`src/rtl/ddram_arb.sv`:
```
// ---------------------------------------------------------------------------
// ddram_arb
//
// Shares the single HPS DDRAM Avalon-MM port between three independent
// clients (cartridge loader writes, sprite/fix fetch reads, CPU-side reads).
// Each client uses a toggle req/ack handshake: it is pending while
// pN_req != pN_ack.
//
// One transaction is in flight at a time. Clients are granted round-robin
// from a 2-bit pointer that names the highest-priority client.
//
// Optional feature, selected by the macro DDRAM_ARB_P0PRIO_EN:
//   defined     - client 0 has absolute priority and does not move the
//                 pointer; clients 1 and 2 round-robin between themselves.
//   not defined - pure three-way round-robin.
//
// Ports
//   DDRAM_CLK         sole clock, rising edge
//   nRESET            asynchronous active-low reset
//   DDRAM_BUSY        Avalon waitrequest
//   DDRAM_BURSTCNT    always 1
//   DDRAM_ADDR        {BASE, granted word address}
//   DDRAM_DOUT        read data from DDRAM
//   DDRAM_DOUT_READY  read data valid
//   DDRAM_RD/WE       read / write command
//   DDRAM_DIN         write data
//   DDRAM_BE          byte enables (8'hFF on reads)
//   pN_addr           client byte address, bits [2:0] ignored
//   pN_we             1 = write, 0 = read
//   pN_din/pN_be      client write data / byte enables
//   pN_req            client request toggle
//   pN_ack            completion toggle back to the client
//   pN_dout           read data, valid when pN_ack == pN_req
// ---------------------------------------------------------------------------
module ddram_arb #(
    parameter logic [3:0] BASE = 4'b0011
) (
    input  logic        DDRAM_CLK,
    input  logic        nRESET,

    input  logic        DDRAM_BUSY,
    output logic [7:0]  DDRAM_BURSTCNT,
    output logic [28:0] DDRAM_ADDR,
    input  logic [63:0] DDRAM_DOUT,
    input  logic        DDRAM_DOUT_READY,
    output logic        DDRAM_RD,
    output logic [63:0] DDRAM_DIN,
    output logic [7:0]  DDRAM_BE,
    output logic        DDRAM_WE,

    input  logic [27:0] p0_addr,
    input  logic        p0_we,
    input  logic [63:0] p0_din,
    input  logic [7:0]  p0_be,
    input  logic        p0_req,
    output logic        p0_ack,
    output logic [63:0] p0_dout,

    input  logic [27:0] p1_addr,
    input  logic        p1_we,
    input  logic [63:0] p1_din,
    input  logic [7:0]  p1_be,
    input  logic        p1_req,
    output logic        p1_ack,
    output logic [63:0] p1_dout,

    input  logic [27:0] p2_addr,
    input  logic        p2_we,
    input  logic [63:0] p2_din,
    input  logic [7:0]  p2_be,
    input  logic        p2_req,
    output logic        p2_ack,
    output logic [63:0] p2_dout
);

    typedef enum logic [1:0] {
        IDLE = 2'd0,
        CMD  = 2'd1,
        RDW  = 2'd2,
        ACK  = 2'd3
    } state_t;

    state_t      state_q, state_d;
    logic [1:0]  ptr_q, ptr_d;
    logic [1:0]  gnt_q, gnt_d;
    logic        rd_q, rd_d;
    logic        we_q, we_d;
    logic        wrOp_q, wrOp_d;
    logic [24:0] addr_q, addr_d;
    logic [63:0] din_q, din_d;
    logic [7:0]  be_q, be_d;
    logic [63:0] rdata_q, rdata_d;
    logic [2:0]  ack_q, ack_d;
    logic [63:0] dout_q [3];
    logic [63:0] dout_d [3];

    // Client inputs gathered into arrays so the grant index can select them.
    logic [24:0] cAddr [3];
    logic [63:0] cDin  [3];
    logic [7:0]  cBe   [3];
    logic [2:0]  cWe;
    logic [2:0]  cReq;
    logic [2:0]  pending;
    logic        unusedAddrBits;

    assign cAddr[0] = p0_addr[27:3];
    assign cAddr[1] = p1_addr[27:3];
    assign cAddr[2] = p2_addr[27:3];
    assign cDin[0]  = p0_din;
    assign cDin[1]  = p1_din;
    assign cDin[2]  = p2_din;
    assign cBe[0]   = p0_be;
    assign cBe[1]   = p1_be;
    assign cBe[2]   = p2_be;
    assign cWe      = {p2_we, p1_we, p0_we};
    assign cReq     = {p2_req, p1_req, p0_req};
    assign pending  = cReq ^ ack_q;

    // Byte offset within a 64-bit word has no meaning on this port.
    assign unusedAddrBits = ^{p0_addr[2:0], p1_addr[2:0], p2_addr[2:0]};

    function automatic logic [1:0] nextIdx(input logic [1:0] idx);
        return (idx == 2'd2) ? 2'd0 : idx + 2'd1;
    endfunction

    // Round-robin pick: scan ptr+2 down to ptr so the candidate closest to
    // the pointer is the last one written and therefore wins.
    logic       grantValid;
    logic [1:0] grantIdx;
    logic [2:0] candSum;
    logic [1:0] cand;

    always_comb begin
        grantValid = 1'b0;
        grantIdx   = 2'd0;
        candSum    = 3'd0;
        cand       = 2'd0;
        for (int i = 2; i >= 0; i--) begin
            candSum = {1'b0, ptr_q} + 3'(i);
            cand    = (candSum >= 3'd3) ? 2'(candSum - 3'd3) : candSum[1:0];
            if (pending[cand]) begin
                grantValid = 1'b1;
                grantIdx   = cand;
            end
        end
`ifdef DDRAM_ARB_P0PRIO_EN
        if (pending[0]) begin
            grantValid = 1'b1;
            grantIdx   = 2'd0;
        end
`endif
    end

    // Transaction sequencer: grant and latch the command in IDLE, hold it
    // through waitrequest in CMD, wait for read data in RDW, and hand the
    // result back in ACK.
    always_comb begin
        state_d = state_q;
        ptr_d   = ptr_q;
        gnt_d   = gnt_q;
        rd_d    = rd_q;
        we_d    = we_q;
        wrOp_d  = wrOp_q;
        addr_d  = addr_q;
        din_d   = din_q;
        be_d    = be_q;
        rdata_d = rdata_q;
        ack_d   = ack_q;
        dout_d  = dout_q;

        case (state_q)
            IDLE: begin
                if (grantValid) begin
                    gnt_d   = grantIdx;
                    addr_d  = cAddr[grantIdx];
                    din_d   = cDin[grantIdx];
                    wrOp_d  = cWe[grantIdx];
                    be_d    = cWe[grantIdx] ? cBe[grantIdx] : 8'hFF;
                    rd_d    = ~cWe[grantIdx];
                    we_d    = cWe[grantIdx];
                    state_d = CMD;
`ifdef DDRAM_ARB_P0PRIO_EN
                    // Client 0 grants leave the p1/p2 rotation untouched.
                    if (grantIdx != 2'd0) begin
                        ptr_d = nextIdx(grantIdx);
                    end
`else
                    ptr_d = nextIdx(grantIdx);
`endif
                end
            end
            CMD: begin
                if (!DDRAM_BUSY) begin
                    rd_d    = 1'b0;
                    we_d    = 1'b0;
                    state_d = wrOp_q ? ACK : RDW;
                end
            end
            RDW: begin
                if (DDRAM_DOUT_READY) begin
                    rdata_d = DDRAM_DOUT;
                    state_d = ACK;
                end
            end
            ACK: begin
                // Ack flips rather than copying req, so a client that toggled
                // again while in flight is still pending afterwards. Read data
                // is released on the same edge so it is valid with the ack.
                ack_d[gnt_q] = ~ack_q[gnt_q];
                if (!wrOp_q) begin
                    dout_d[gnt_q] = rdata_q;
                end
                state_d = IDLE;
            end
            default: state_d = IDLE;
        endcase
    end

    // State and command registers; reset abandons any transaction at once.
    always_ff @(posedge DDRAM_CLK or negedge nRESET) begin
        if (!nRESET) begin
            state_q <= IDLE;
            ptr_q   <= 2'd0;
            gnt_q   <= 2'd0;
            rd_q    <= 1'b0;
            we_q    <= 1'b0;
            wrOp_q  <= 1'b0;
            addr_q  <= '0;
            din_q   <= '0;
            be_q    <= '0;
            rdata_q <= '0;
            ack_q   <= '0;
            for (int i = 0; i < 3; i++) begin
                dout_q[i] <= '0;
            end
        end else begin
            state_q <= state_d;
            ptr_q   <= ptr_d;
            gnt_q   <= gnt_d;
            rd_q    <= rd_d;
            we_q    <= we_d;
            wrOp_q  <= wrOp_d;
            addr_q  <= addr_d;
            din_q   <= din_d;
            be_q    <= be_d;
            rdata_q <= rdata_d;
            ack_q   <= ack_d;
            for (int i = 0; i < 3; i++) begin
                dout_q[i] <= dout_d[i];
            end
        end
    end

    assign DDRAM_BURSTCNT = 8'd1;
    assign DDRAM_ADDR     = {BASE, addr_q};
    assign DDRAM_DIN      = din_q;
    assign DDRAM_BE       = be_q;
    assign DDRAM_RD       = rd_q;
    assign DDRAM_WE       = we_q;

    assign p0_ack  = ack_q[0];
    assign p1_ack  = ack_q[1];
    assign p2_ack  = ack_q[2];
    assign p0_dout = dout_q[0];
    assign p1_dout = dout_q[1];
    assign p2_dout = dout_q[2];

endmodule

```
`config.mk`:
```
export PLATFORM = sky130hd
export DESIGN_NAME = ddram_arb
export DESIGN_NICKNAME = d
export VERILOG_FILES = /design/src/rtl/ddram_arb.sv
export SDC_FILE = /design/constraint.sdc
export NUM_CORES = 1
export LEC_CHECK = 0
export CAP_MARGIN = 25
export CORE_AREA = 2 2 267 269
export CTS_CLUSTER_DIAMETER = 120
export CTS_CLUSTER_SIZE = 16
export DETAILED_ROUTE_END_ITERATION = 6
export DIE_AREA = 0 0 269 271
export SYNTH_ARGS = -nofsm -noshare
export SYNTH_HDL_FRONTEND = slang
export SYNTH_SLANG_ARGS = --single-unit
```
`constraint.sdc`:
```
create_clock -name DDRAM_CLK -period 3.33 [get_ports DDRAM_CLK]
set_input_delay 0.333 -clock DDRAM_CLK [delete_from_list [all_inputs] [get_ports DDRAM_CLK]]
set_output_delay 0.333 -clock DDRAM_CLK [all_outputs]
set_load 0.03 [all_outputs]
```
==> results of run 1 <==
==> power groups by stage <==
stage | sequential [mW] | combinational [mW] | clock [mW]
after detailed placement | 8.19 | 15.2 | 0
after global placement | 8.06 | 15.0 | 0
after CTS | 8.13 | 15.2 | 3.10
after global routing | 8.42 | 16.0 | 3.27
after floorplan | 11.4 | 5.15 | 0
final | 8.11 | 15.0 | 2.96
==> per-stage QoR <==
step	instance area (µm²)	power [mW]	instances	util [%]	hold WS (ps)
floorplan	15750	16.51	1293	-	37.41
CTS	24340	26.43	2865	34.88	325.9
detailed placement	23660	23.37	2836	33.91	422.2
global placement	23660	23.02	2836	33.91	406.3
global route	24360	27.74	2870	34.90	340.1
finish	24360	26.09	2871	34.90	365.0
==> sequential cells by signal, summed over array words and instances (netlist names), 3 cells and up <==
register / cells
p2_dout: 64
addr_q: 25
p1_dout: 64
DDRAM_DIN: 64
p0_dout: 64
rdata_q: 64
DDRAM_BE: 8
ack_q: 3
==> routing by layer <==
layer  global-route usage, %  vias up  part of all wire, %
li1                        -     5784                    -
met1                   17.11     6241                   37
met3                   5.406      124                  9.3
met4                   7.632       10                  5.0
met5                       0        -                 0.11
met2                   26.70      485                   49
==> worst register-to-register path: cells and delay by family (launching register included) <==
kind | cells | cell delay (ps)
simple gates | 3 | 1280
buf+inv | 1 | 240
flops | 1 | 470
xor+xnor | 1 | 220
compound gates | 2 | 300
==> path summary, 6_finish.rpt <==
| check | startpoint | to | slack (ps) |
|---|---|---|---|
| worst max-delay path | ack_q[2] | DDRAM_BE[0] | 710 |
| worst min-delay path | DDRAM_DOUT[5] | rdata_q[5] | 370 |
| worst max register to register | ack_q[2] | DDRAM_BE[0] | 710 |
| worst min register to register | DDRAM_DIN[14] | DDRAM_DIN[14] | 490 |
| max in group asynchronous | nRESET | p0_dout[62] | 2010 |
| min in group asynchronous | nRESET | p1_dout[24] | 390 |
==> repair_timing <==
action | in CTS | in global routing
hold buffers | 1 | 0
setup endpoints to repair | 0 | 0
hold endpoints to repair | 81 | 0
==> final cells by class <==
class	instances	area, µm²
fill	6886	45430
sequential	365	9134
timing repair buffer	705	7159
multi-input combinational	822	6183
tap	940	1176
clock buffer	26	650.6
clock inverter	2	21.27
inverter	5	18.77
antenna	6	15.01
==> cell usage in the layout (no fill, tap or decap), types with 6 or more instances in the layout <==
| cell | count |
|---|---|
| clkdlybuf4s50_1 | 657 |
| dfrtp_1 | 365 |
| mux2_2 | 258 |
| o21ai_0 | 115 |
| nand2_1 | 103 |
| a211oi_1 | 96 |
| nor2b_1 | 89 |
| o21ai_1 | 66 |
| buf_4 | 29 |
| clkbuf_16 | 26 |
| buf_12 | 17 |
| conb_1 | 12 |
| nor3_1 | 10 |
| nor2_1 | 9 |
| mux2i_1 | 7 |
| ha_1 | 7 |
| diode_2 | 6 |
| xnor2_1 | 6 |
==> cells by family (layout without fill, tap and decap cells) <==
kind of cell | after synthesis | count (layout) | share of synthesized area, %
flip-flops | 365 | 365 | 58.12
AND/OR/NAND/NOR | 238 | 238 | 7.866
AO/OA/AOI/OAI | 293 | 293 | 11.05
multiplexers | 265 | 265 | 18.93
XOR/XNOR | 7 | 7 | 0.3901
buffers and inverters | 106 | 738 | 3.033
adder cells (fa/ha/maj) | 7 | 7 | 0.5573
other | 2 | 18 | 0.04779
==> results.sh, run 1 <==
export IMPL_status="finished, final reports clean"
export IMPL_rows=97
export IMPL_setup_tns_ps=0
export IMPL_ys_top_cells_by_count="dfrtp_1 (365), mux2_2 (258), o21ai_0 (115)"
export IMPL_synth_area_mm2=0.01572
export IMPL_die_area_mm2=0.07290
export IMPL_crit_family="simple AND/OR/NAND/NOR gates"
export IMPL_grt_remaining_overflow=0
export IMPL_clk_latency_ps=580
export IMPL_gp_congestion=0.9359
export IMPL_synth_edff_count=0
export IMPL_synth_seq_cells=365
export IMPL_holdCritPathClass="in2reg"
export IMPL_critPathLaunchType="register"
export IMPL_track_usage_pct=15.61
export IMPL_max_freq_mhz=381.5
export IMPL_initial_core_util_pct=22.52
export IMPL_setup_viol=0
export IMPL_place_ws_ps=218.5
export IMPL_syn_inst=1283
export IMPL_post_route_period_util_pct=78.71
export IMPL_async_reset_ff_share_pct=100.0
export IMPL_cp_cell_sequence="xnor2_1 -> and2_1 -> o21a_1 -> or4b_4 -> buf_12 -> nor3_1 -> a211oi_1"
export IMPL_end_kind="register"
export IMPL_timing_hold_violations_final=0
export IMPL_period_minus_slack_ps=2621
export IMPL_ys_top_cells_by_area="dfrtp_1 (58%), mux2_2 (18%), a211oi_1 (4.6%), o21ai_0 (3.7%), nor2b_1 (3.5%)"
export IMPL_r2r_cells=7
export IMPL_maxSlewHeadroom_pct=49.89
export IMPL_numCtsBuffers=26
export IMPL_viasPerCell=4.404
export IMPL_grt_max_degree=101
export IMPL_ys_warn_count=0
export IMPL_io_pins=680
export IMPL_leakagePower_nw=9.879
export IMPL_synth_top_area_share_pct=58.12
export IMPL_cpPeakStageDelay_ps=670
export IMPL_tightestPinTransition_ps=751.7
export IMPL_post_cts_resized=0
export IMPL_ys_flop_type="dfrtp_1"
export IMPL_p_seq_share_pct=31.1
export IMPL_path_depth=7
export IMPL_vdd_drop_max_mv=0.5984
export IMPL_power_density_mw_per_mm2=1071
export IMPL_slew_viol_final=0
export IMPL_internal_power_mw=14.56
export IMPL_cts_tree="built"
export IMPL_ys_types=41
export IMPL_critPathKind="reg2reg"
export IMPL_path_buf_inv=1
export IMPL_post_cts_setup_buffers=0
export IMPL_cts_sinks=365
export IMPL_rsz0062_at_grt="false"
export IMPL_synth_largest_area_cell="dfrtp_1"
export IMPL_first_pass_iters=4
export IMPL_clockBufferDepth=3
export IMPL_wl_per_cell_um=20.38
export IMPL_hold_depth=2
export IMPL_nNetsFinal=2306
export IMPL_h_tree_depth=1
export IMPL_syn_avg_cell_area_um2=12.25
export IMPL_drive_above_1_share_pct=17.97
export IMPL_finalClockSkew_ps=14.70
export IMPL_routed_wl_um=58510
export IMPL_crit_required_ps=3790
export IMPL_yosysMostFrequentCell="dfrtp_1"
export IMPL_dp_hpwl_um=44120
export IMPL_core_area_mm2=0.06979
export IMPL_setup_ws_ps=708.8
export IMPL_clkTransAtPathRegs_ps=80
export IMPL_power_share_combinational_pct=57.6
export IMPL_numPortBuffers=658
export IMPL_die_h_um=271
export IMPL_synth_seq_area_share_pct=58.12
export IMPL_drtIter0Drc=502
export IMPL_grt_pass1_vias=13690
export IMPL_area_delta_synth_final_pct=55.00
export IMPL_crit_fanout=85
export IMPL_slowest_stage="or4b_4"
export IMPL_routed_via_count=12640
export IMPL_antenna_found_initial=12
export IMPL_drv_cap=0
export IMPL_p_sw_share_pct=44.22
export IMPL_switchingPower_mw=11.54
export IMPL_die_w_um=269
export IMPL_drc=0
export IMPL_power_frac_clock_pct=11.3
export IMPL_crit_arrival_ps=3080
export IMPL_ant_nets=0
export IMPL_root_buffer="clkbuf_16"
export IMPL_grt_pass1_wl_um=86240
No activity file was read; power rests on OpenSTA's default activity.
==> run 2: changes to the inputs <==
--- a/config.mk
+++ b/config.mk
@@ -6,11 +6,11 @@
 export NUM_CORES = 1
 export LEC_CHECK = 0
 export CAP_MARGIN = 25
-export CORE_AREA = 2 2 267 269
+export CORE_AREA = 2 2 265 267
 export CTS_CLUSTER_DIAMETER = 120
 export CTS_CLUSTER_SIZE = 16
 export DETAILED_ROUTE_END_ITERATION = 6
-export DIE_AREA = 0 0 269 271
+export DIE_AREA = 0 0 267 269
 export SYNTH_ARGS = -nofsm -noshare
 export SYNTH_HDL_FRONTEND = slang
 export SYNTH_SLANG_ARGS = --single-unit
==> constraint.sdc (replaced) <==
create_clock -name DDRAM_CLK -period 2.2 [get_ports DDRAM_CLK]
set_input_delay 0.22 -clock DDRAM_CLK [delete_from_list [all_inputs] [get_ports DDRAM_CLK]]
set_output_delay 0.22 -clock DDRAM_CLK [all_outputs]
set_load 0.03 [all_outputs]
==> run 2 against run 1 <==
Effect of this change: the flow now finishes with violations (setup timing); clock skew is 22 ps higher; total power is 78% higher; via count is 8.8% higher; first-iteration DRC count is 40% higher; die area is 1.5% lower; cell count is 4.4% higher; sequential share of layout area is 3.7 points lower; combinational power is 97% higher; sequential cell count stayed put; global-route usage is 1.7 points higher; cell area is 11% higher; register-to-register slack worse by 850 ps; critical path type unchanged; largest power group unchanged.
==> results.sh, run 2 (synthesis gave the netlist of run 1 again) <==
export IMPL_place_ws_ps=-495.5
export IMPL_setup_viol=101
export IMPL_maxSlewHeadroom_pct=54.45
export IMPL_grt_max_degree=72
export IMPL_vdd_drop_max_mv=0.8286
export IMPL_rrSetupSlack_ps=-140
export IMPL_clk_latency_ps=600
export IMPL_cpPeakStageDelay_ps=410
export IMPL_grt_remaining_overflow=0
export IMPL_setup_ws_ps=-140.4
export IMPL_cts_tree="built"
export IMPL_core_area_mm2=0.06930
export IMPL_status="finished with violations"
export IMPL_crit_required_ps=2660
export IMPL_end_kind="register"
export IMPL_root_buffer="clkbuf_16"
export IMPL_clockBufferDepth=3
export IMPL_io_pins=680
export IMPL_drv_cap=0
export IMPL_violations="setup timing"
export IMPL_period_minus_slack_ps=2340
export IMPL_crit_fanout=5
export IMPL_crit_family="multiplexers"
export IMPL_slew_viol_final=0
export IMPL_first_pass_iters=6
export IMPL_max_freq_mhz=427.3
export IMPL_rows=97
export IMPL_power_density_mw_per_mm2=1722
export IMPL_area_delta_synth_final_pct=71.79
export IMPL_critPathLaunchType="register"
export IMPL_routed_via_count=13760
export IMPL_critPathKind="reg2reg"
export IMPL_holdCritPathClass="in2async"
export IMPL_drive_above_1_share_pct=29.44
export IMPL_nNetsFinal=2425
export IMPL_timing_hold_violations_final=0
export IMPL_drc=0
export IMPL_r2r_cells=10
export IMPL_path_buf_inv=4
export IMPL_r2r_end="wrOp_q"
export IMPL_cp_cell_sequence="inv_2 -> ha_4 -> and3_4 -> buf_6 -> nor4_4 -> buf_6 -> buf_12 -> mux2i_4 -> mux2i_4 -> mux2_4"
export IMPL_crit_arrival_ps=2800
export IMPL_clkTransAtPathRegs_ps=80
export IMPL_initial_core_util_pct=22.68
export IMPL_finalClockSkew_ps=36.77
export IMPL_die_h_um=269
export IMPL_mostFrequentLayoutCell="clkdlybuf4s50_1"
export IMPL_slowest_stage="dfrtp_1"
export IMPL_die_area_mm2=0.07182
export IMPL_die_w_um=267
export IMPL_post_route_period_util_pct=106.4
export IMPL_numPortBuffers=658
export IMPL_track_usage_pct=17.32
export IMPL_leakagePower_nw=10.98
export IMPL_routed_wl_um=68870
export IMPL_ff_latch_area_mm2=0.009136
export IMPL_multi_input_area_mm2=0.006940
export IMPL_cts_sinks=365
export IMPL_finalPower_mw=46.49
export IMPL_gp_congestion=0.9044
export IMPL_viasPerCell=4.591
export IMPL_grt_pass1_wl_um=93170
export IMPL_dp_hpwl_um=47900
export IMPL_grt_pass1_vias=14160
export IMPL_wl_per_cell_um=22.99
export IMPL_fillers=6550
export IMPL_antenna_found_initial=18
export IMPL_regToRegStartpoint="ptr_q[0]"
export IMPL_hold_ws_ps=228.4
export IMPL_final_cell_mix="clkdlybuf4s50_1 (657), dfrtp_1 (363), mux2_2 (257)"
export IMPL_numCtsBuffers=26
export IMPL_tightestPinTransition_ps=683.3
export IMPL_h_tree_depth=1
export IMPL_rsz0062_at_grt="true"
export IMPL_drtIter0Drc=704
export IMPL_ant_nets=0
[run 2: worst max-delay path by stage]
stage,from,to,cells after the start
after floorplan,ack_q[1],DDRAM_DIN[51],9
after global placement,p2_req,DDRAM_DIN[56],11
after detailed placement,p2_req,DDRAM_DIN[63],11
after CTS,ptr_q[0],DDRAM_DIN[35],12
after global routing,ptr_q[0],wrOp_q,10
final,ptr_q[0],wrOp_q,10
[run 2: through the flow]
stage | cells | util (%) | setup TNS [ps] | cell area, µm²
after floorplan | 1293 | - | -314.3 | 15810
after global placement | 2890 | 35.04 | -26470 | 24290
after detailed placement | 2890 | 35.04 | -29830 | 24290
after CTS | 2939 | 37.05 | -5569 | 25680
after global routing | 2989 | 38.93 | -15450 | 26980
final | 2996 | 38.96 | -7463 | 27000
[run 2: area by class of cell]
cell class / count / share of cell area, %
Tap cell: 940 / 4.357
Antenna cell: 11 / 0.1020
Timing Repair Buffer: 823 / 33.42
Sequential cell: 365 / 33.84
Multi-Input combinational cell: 823 / 25.71
Inverter: 5 / 0.06952
Clock buffer: 27 / 2.424
Clock inverter: 2 / 0.07879
[run 2: power by group]
part           internal, mW  switching [mW]  total, mW
registers              10.1            2.24       12.4
logic                  14.0            15.6       29.6
clock network          2.10            2.41       4.51
[run 2: timing repair]
action / CTS / global route
cloned: 11 / 19
endpoints found under the hold margin: 58 / 0
hold buffers: 1 / 0
setup endpoints to repair: 101 / 103
pin swaps: 17 / 62
gates resized for setup: 111 / 192
setup buffers: 8 / 30
[run 2: routing by layer]
| layer | share of wire, % | routed length, µm | vias to the layer above | track usage, % |
|---|---|---|---|---|
| met4 | 3.6 | 2474 | 14 | 5.329 |
| met2 | 48 | 32900 | 565 | 29.10 |
| li1 | - | - | 6064 | - |
| met1 | 40 | 27720 | 6956 | 21.06 |
| met3 | 8.3 | 5685 | 156 | 5.644 |
| met5 | 0.14 | 97 | - | 0 |
==> run 3: changes to the inputs <==
--- a/config.mk
+++ b/config.mk
@@ -6,11 +6,12 @@
 export NUM_CORES = 1
 export LEC_CHECK = 0
 export CAP_MARGIN = 25
-export CORE_AREA = 2 2 265 267
+export CORE_AREA = 2 2 267 269
 export CTS_CLUSTER_DIAMETER = 120
 export CTS_CLUSTER_SIZE = 16
 export DETAILED_ROUTE_END_ITERATION = 6
-export DIE_AREA = 0 0 267 269
+export DIE_AREA = 0 0 269 271
+export SKIP_CTS_REPAIR_TIMING = 1
 export SYNTH_ARGS = -nofsm -noshare
 export SYNTH_HDL_FRONTEND = slang
 export SYNTH_SLANG_ARGS = --single-unit
==> constraint.sdc (replaced) <==
create_clock -name DDRAM_CLK -period 2.75 [get_ports DDRAM_CLK]
set_input_delay 0.275 -clock DDRAM_CLK [delete_from_list [all_inputs] [get_ports DDRAM_CLK]]
set_output_delay 0.275 -clock DDRAM_CLK [all_outputs]
set_load 0.03 [all_outputs]
==> run 3 against run 2 <==
Effect of this change: register-to-register slack better by 370 ps; the flow now finishes without violations; first-iteration DRC count is 23% lower; cell area is 8.8% lower; highest routed layer unchanged; die area is 1.5% higher; critical path type unchanged; routed wire length is 15% lower.
==> results.sh, run 3 (synthesis gave the netlist of run 1 again) <==
export IMPL_grt_pass1_wl_um=86840
export IMPL_setup_tns_ps=0
export IMPL_fillers=6884
export IMPL_setup_viol=0
export IMPL_end_kind="register"
export IMPL_setup_ws_ps=229.3
export IMPL_leakagePower_nw=10.05
export IMPL_grt_max_degree=80
export IMPL_slew_viol_final=0
export IMPL_holdCritPathClass="in2async"
export IMPL_drive_above_1_share_pct=19.27
export IMPL_antenna_found_initial=9
export IMPL_clkTransAtPathRegs_ps=80
export IMPL_regToRegStartpoint="ptr_q[0]"
export IMPL_status="finished, final reports clean"
export IMPL_crit_fanout=17
export IMPL_rows=97
export IMPL_routed_via_count=12670
export IMPL_final_cell_mix="clkdlybuf4s50_1 (657), dfrtp_1 (365), mux2_2 (258)"
export IMPL_initial_core_util_pct=22.52
export IMPL_area_delta_synth_final_pct=56.62
export IMPL_track_usage_pct=15.63
export IMPL_wl_per_cell_um=20.14
export IMPL_critPathLaunchType="register"
export IMPL_place_area_mm2=0.02392
export IMPL_tightestPinTransition_ps=722.5
export IMPL_clk_latency_ps=570
export IMPL_rrSetupSlack_ps=230
export IMPL_drtIter0Drc=542
export IMPL_gp_congestion=0.9221
export IMPL_h_tree_depth=1
export IMPL_r2r_cells=9
export IMPL_rsz0062_at_grt="false"
export IMPL_crit_required_ps=3230
export IMPL_numCtsBuffers=26
export IMPL_drc=0
export IMPL_final_cell_area_mm2=0.02461
export IMPL_r2r_end="DDRAM_DIN[1]"
export IMPL_clockBufferDepth=3
export IMPL_grt_remaining_overflow=0
export IMPL_vdd_drop_max_mv=0.5543
export IMPL_drv_cap=0
export IMPL_core_area_mm2=0.06979
export IMPL_crit_arrival_ps=3000
export IMPL_grt_pass1_vias=13770
export IMPL_ant_nets=0
export IMPL_timing_hold_violations_final=0
export IMPL_power_density_mw_per_mm2=1299
export IMPL_die_h_um=271
export IMPL_crit_end="DDRAM_DIN[1]"
export IMPL_nNetsFinal=2337
export IMPL_cts_sinks=365
export IMPL_die_area_mm2=0.07290
export IMPL_post_route_period_util_pct=91.66
export IMPL_finalClockSkew_ps=12.13
export IMPL_cts_tree="built"
export IMPL_startpoint="ptr_q[0]"
export IMPL_place_ws_ps=57.30
export IMPL_root_buffer="clkbuf_16"
export IMPL_dp_hpwl_um=44710
export IMPL_critPathKind="reg2reg"
export IMPL_max_freq_mhz=396.7
export IMPL_mostFrequentLayoutCell="clkdlybuf4s50_1"
export IMPL_maxSlewHeadroom_pct=51.68
export IMPL_viasPerCell=4.368
export IMPL_numPortBuffers=658
export IMPL_routed_wl_um=58430
export IMPL_io_pins=680
export IMPL_die_w_um=269
export IMPL_period_minus_slack_ps=2521
export IMPL_first_pass_iters=5
==> run 3: cell types whose count changed in the layout (fill, tap and decap cells not counted), moves of 15 or more <==
cell	previous run	this run
buf_6	23	0
a211oi_2	61	0
o21ai_0	39	115
o21ai_2	23	0
o21ai_1	116	66
buf_12	42	19
a211oi_1	32	96
nand2_1	88	103
==> run 3: critical path, cell delays in order, from the launching register on <==
cell	delay [ps]
dfrtp_1	350
inv_1	60
ha_1	360
and3_1	210
a211oi_1	320
nor3b_4	320
buf_4	290
buf_4	240
a211oi_1	70
o21ai_0	200
==> run 3: worst min-delay path by stage <==
stage / end
finish: p1_dout[62]
global route: rdata_q[62]
CTS: p2_dout[62]
detailed placement: p1_dout[62]
global placement: p1_dout[62]
floorplan: DDRAM_BE[0]
==> run 3: layout make-up <==
class / count / area, µm² / area share (%)
well taps: 940 / 1176 / 4.778
clock buffers: 26 / 650.6 / 2.643
flip-flops and latches: 365 / 9134 / 37.11
clock inverters: 2 / 21.27 / 0.08642
multi-input cells: 822 / 6183 / 25.12
repair buffers: 736 / 7417 / 30.13
inverters: 5 / 18.77 / 0.07625
diodes: 5 / 12.51 / 0.05083
==> run 3: power breakdown <==
group	internal (mW)	leakage [nW]	switching, mW
clock network	1.68	0.331	1.87
registers	8.09	4.50	1.72
logic	8.19	5.22	10.4
==> run 3: metal layers <==
layer  vias to the layer above  wire (µm)  GRT usage (%)
met4                         4       1872          4.927
met1                      6267      22230          17.97
li1                       5845          -              -
met3                        76       4796          4.314
met5                         -         23              0
met2                       480      29510          27.82
==> run 3: per-stage QoR <==
step	instances	util, %	hold slack [ps]	total power [mW]
2_1_floorplan	1293	-	-20.59	20.00
3_3_place_gp	2867	34.28	266.1	28.32
3_5_place_dp	2867	34.28	276.1	28.65
4_1_cts	2895	35.24	-347.6	32.34
5_1_grt	2900	35.27	287.0	33.98
6_report	2901	35.27	257.8	31.98
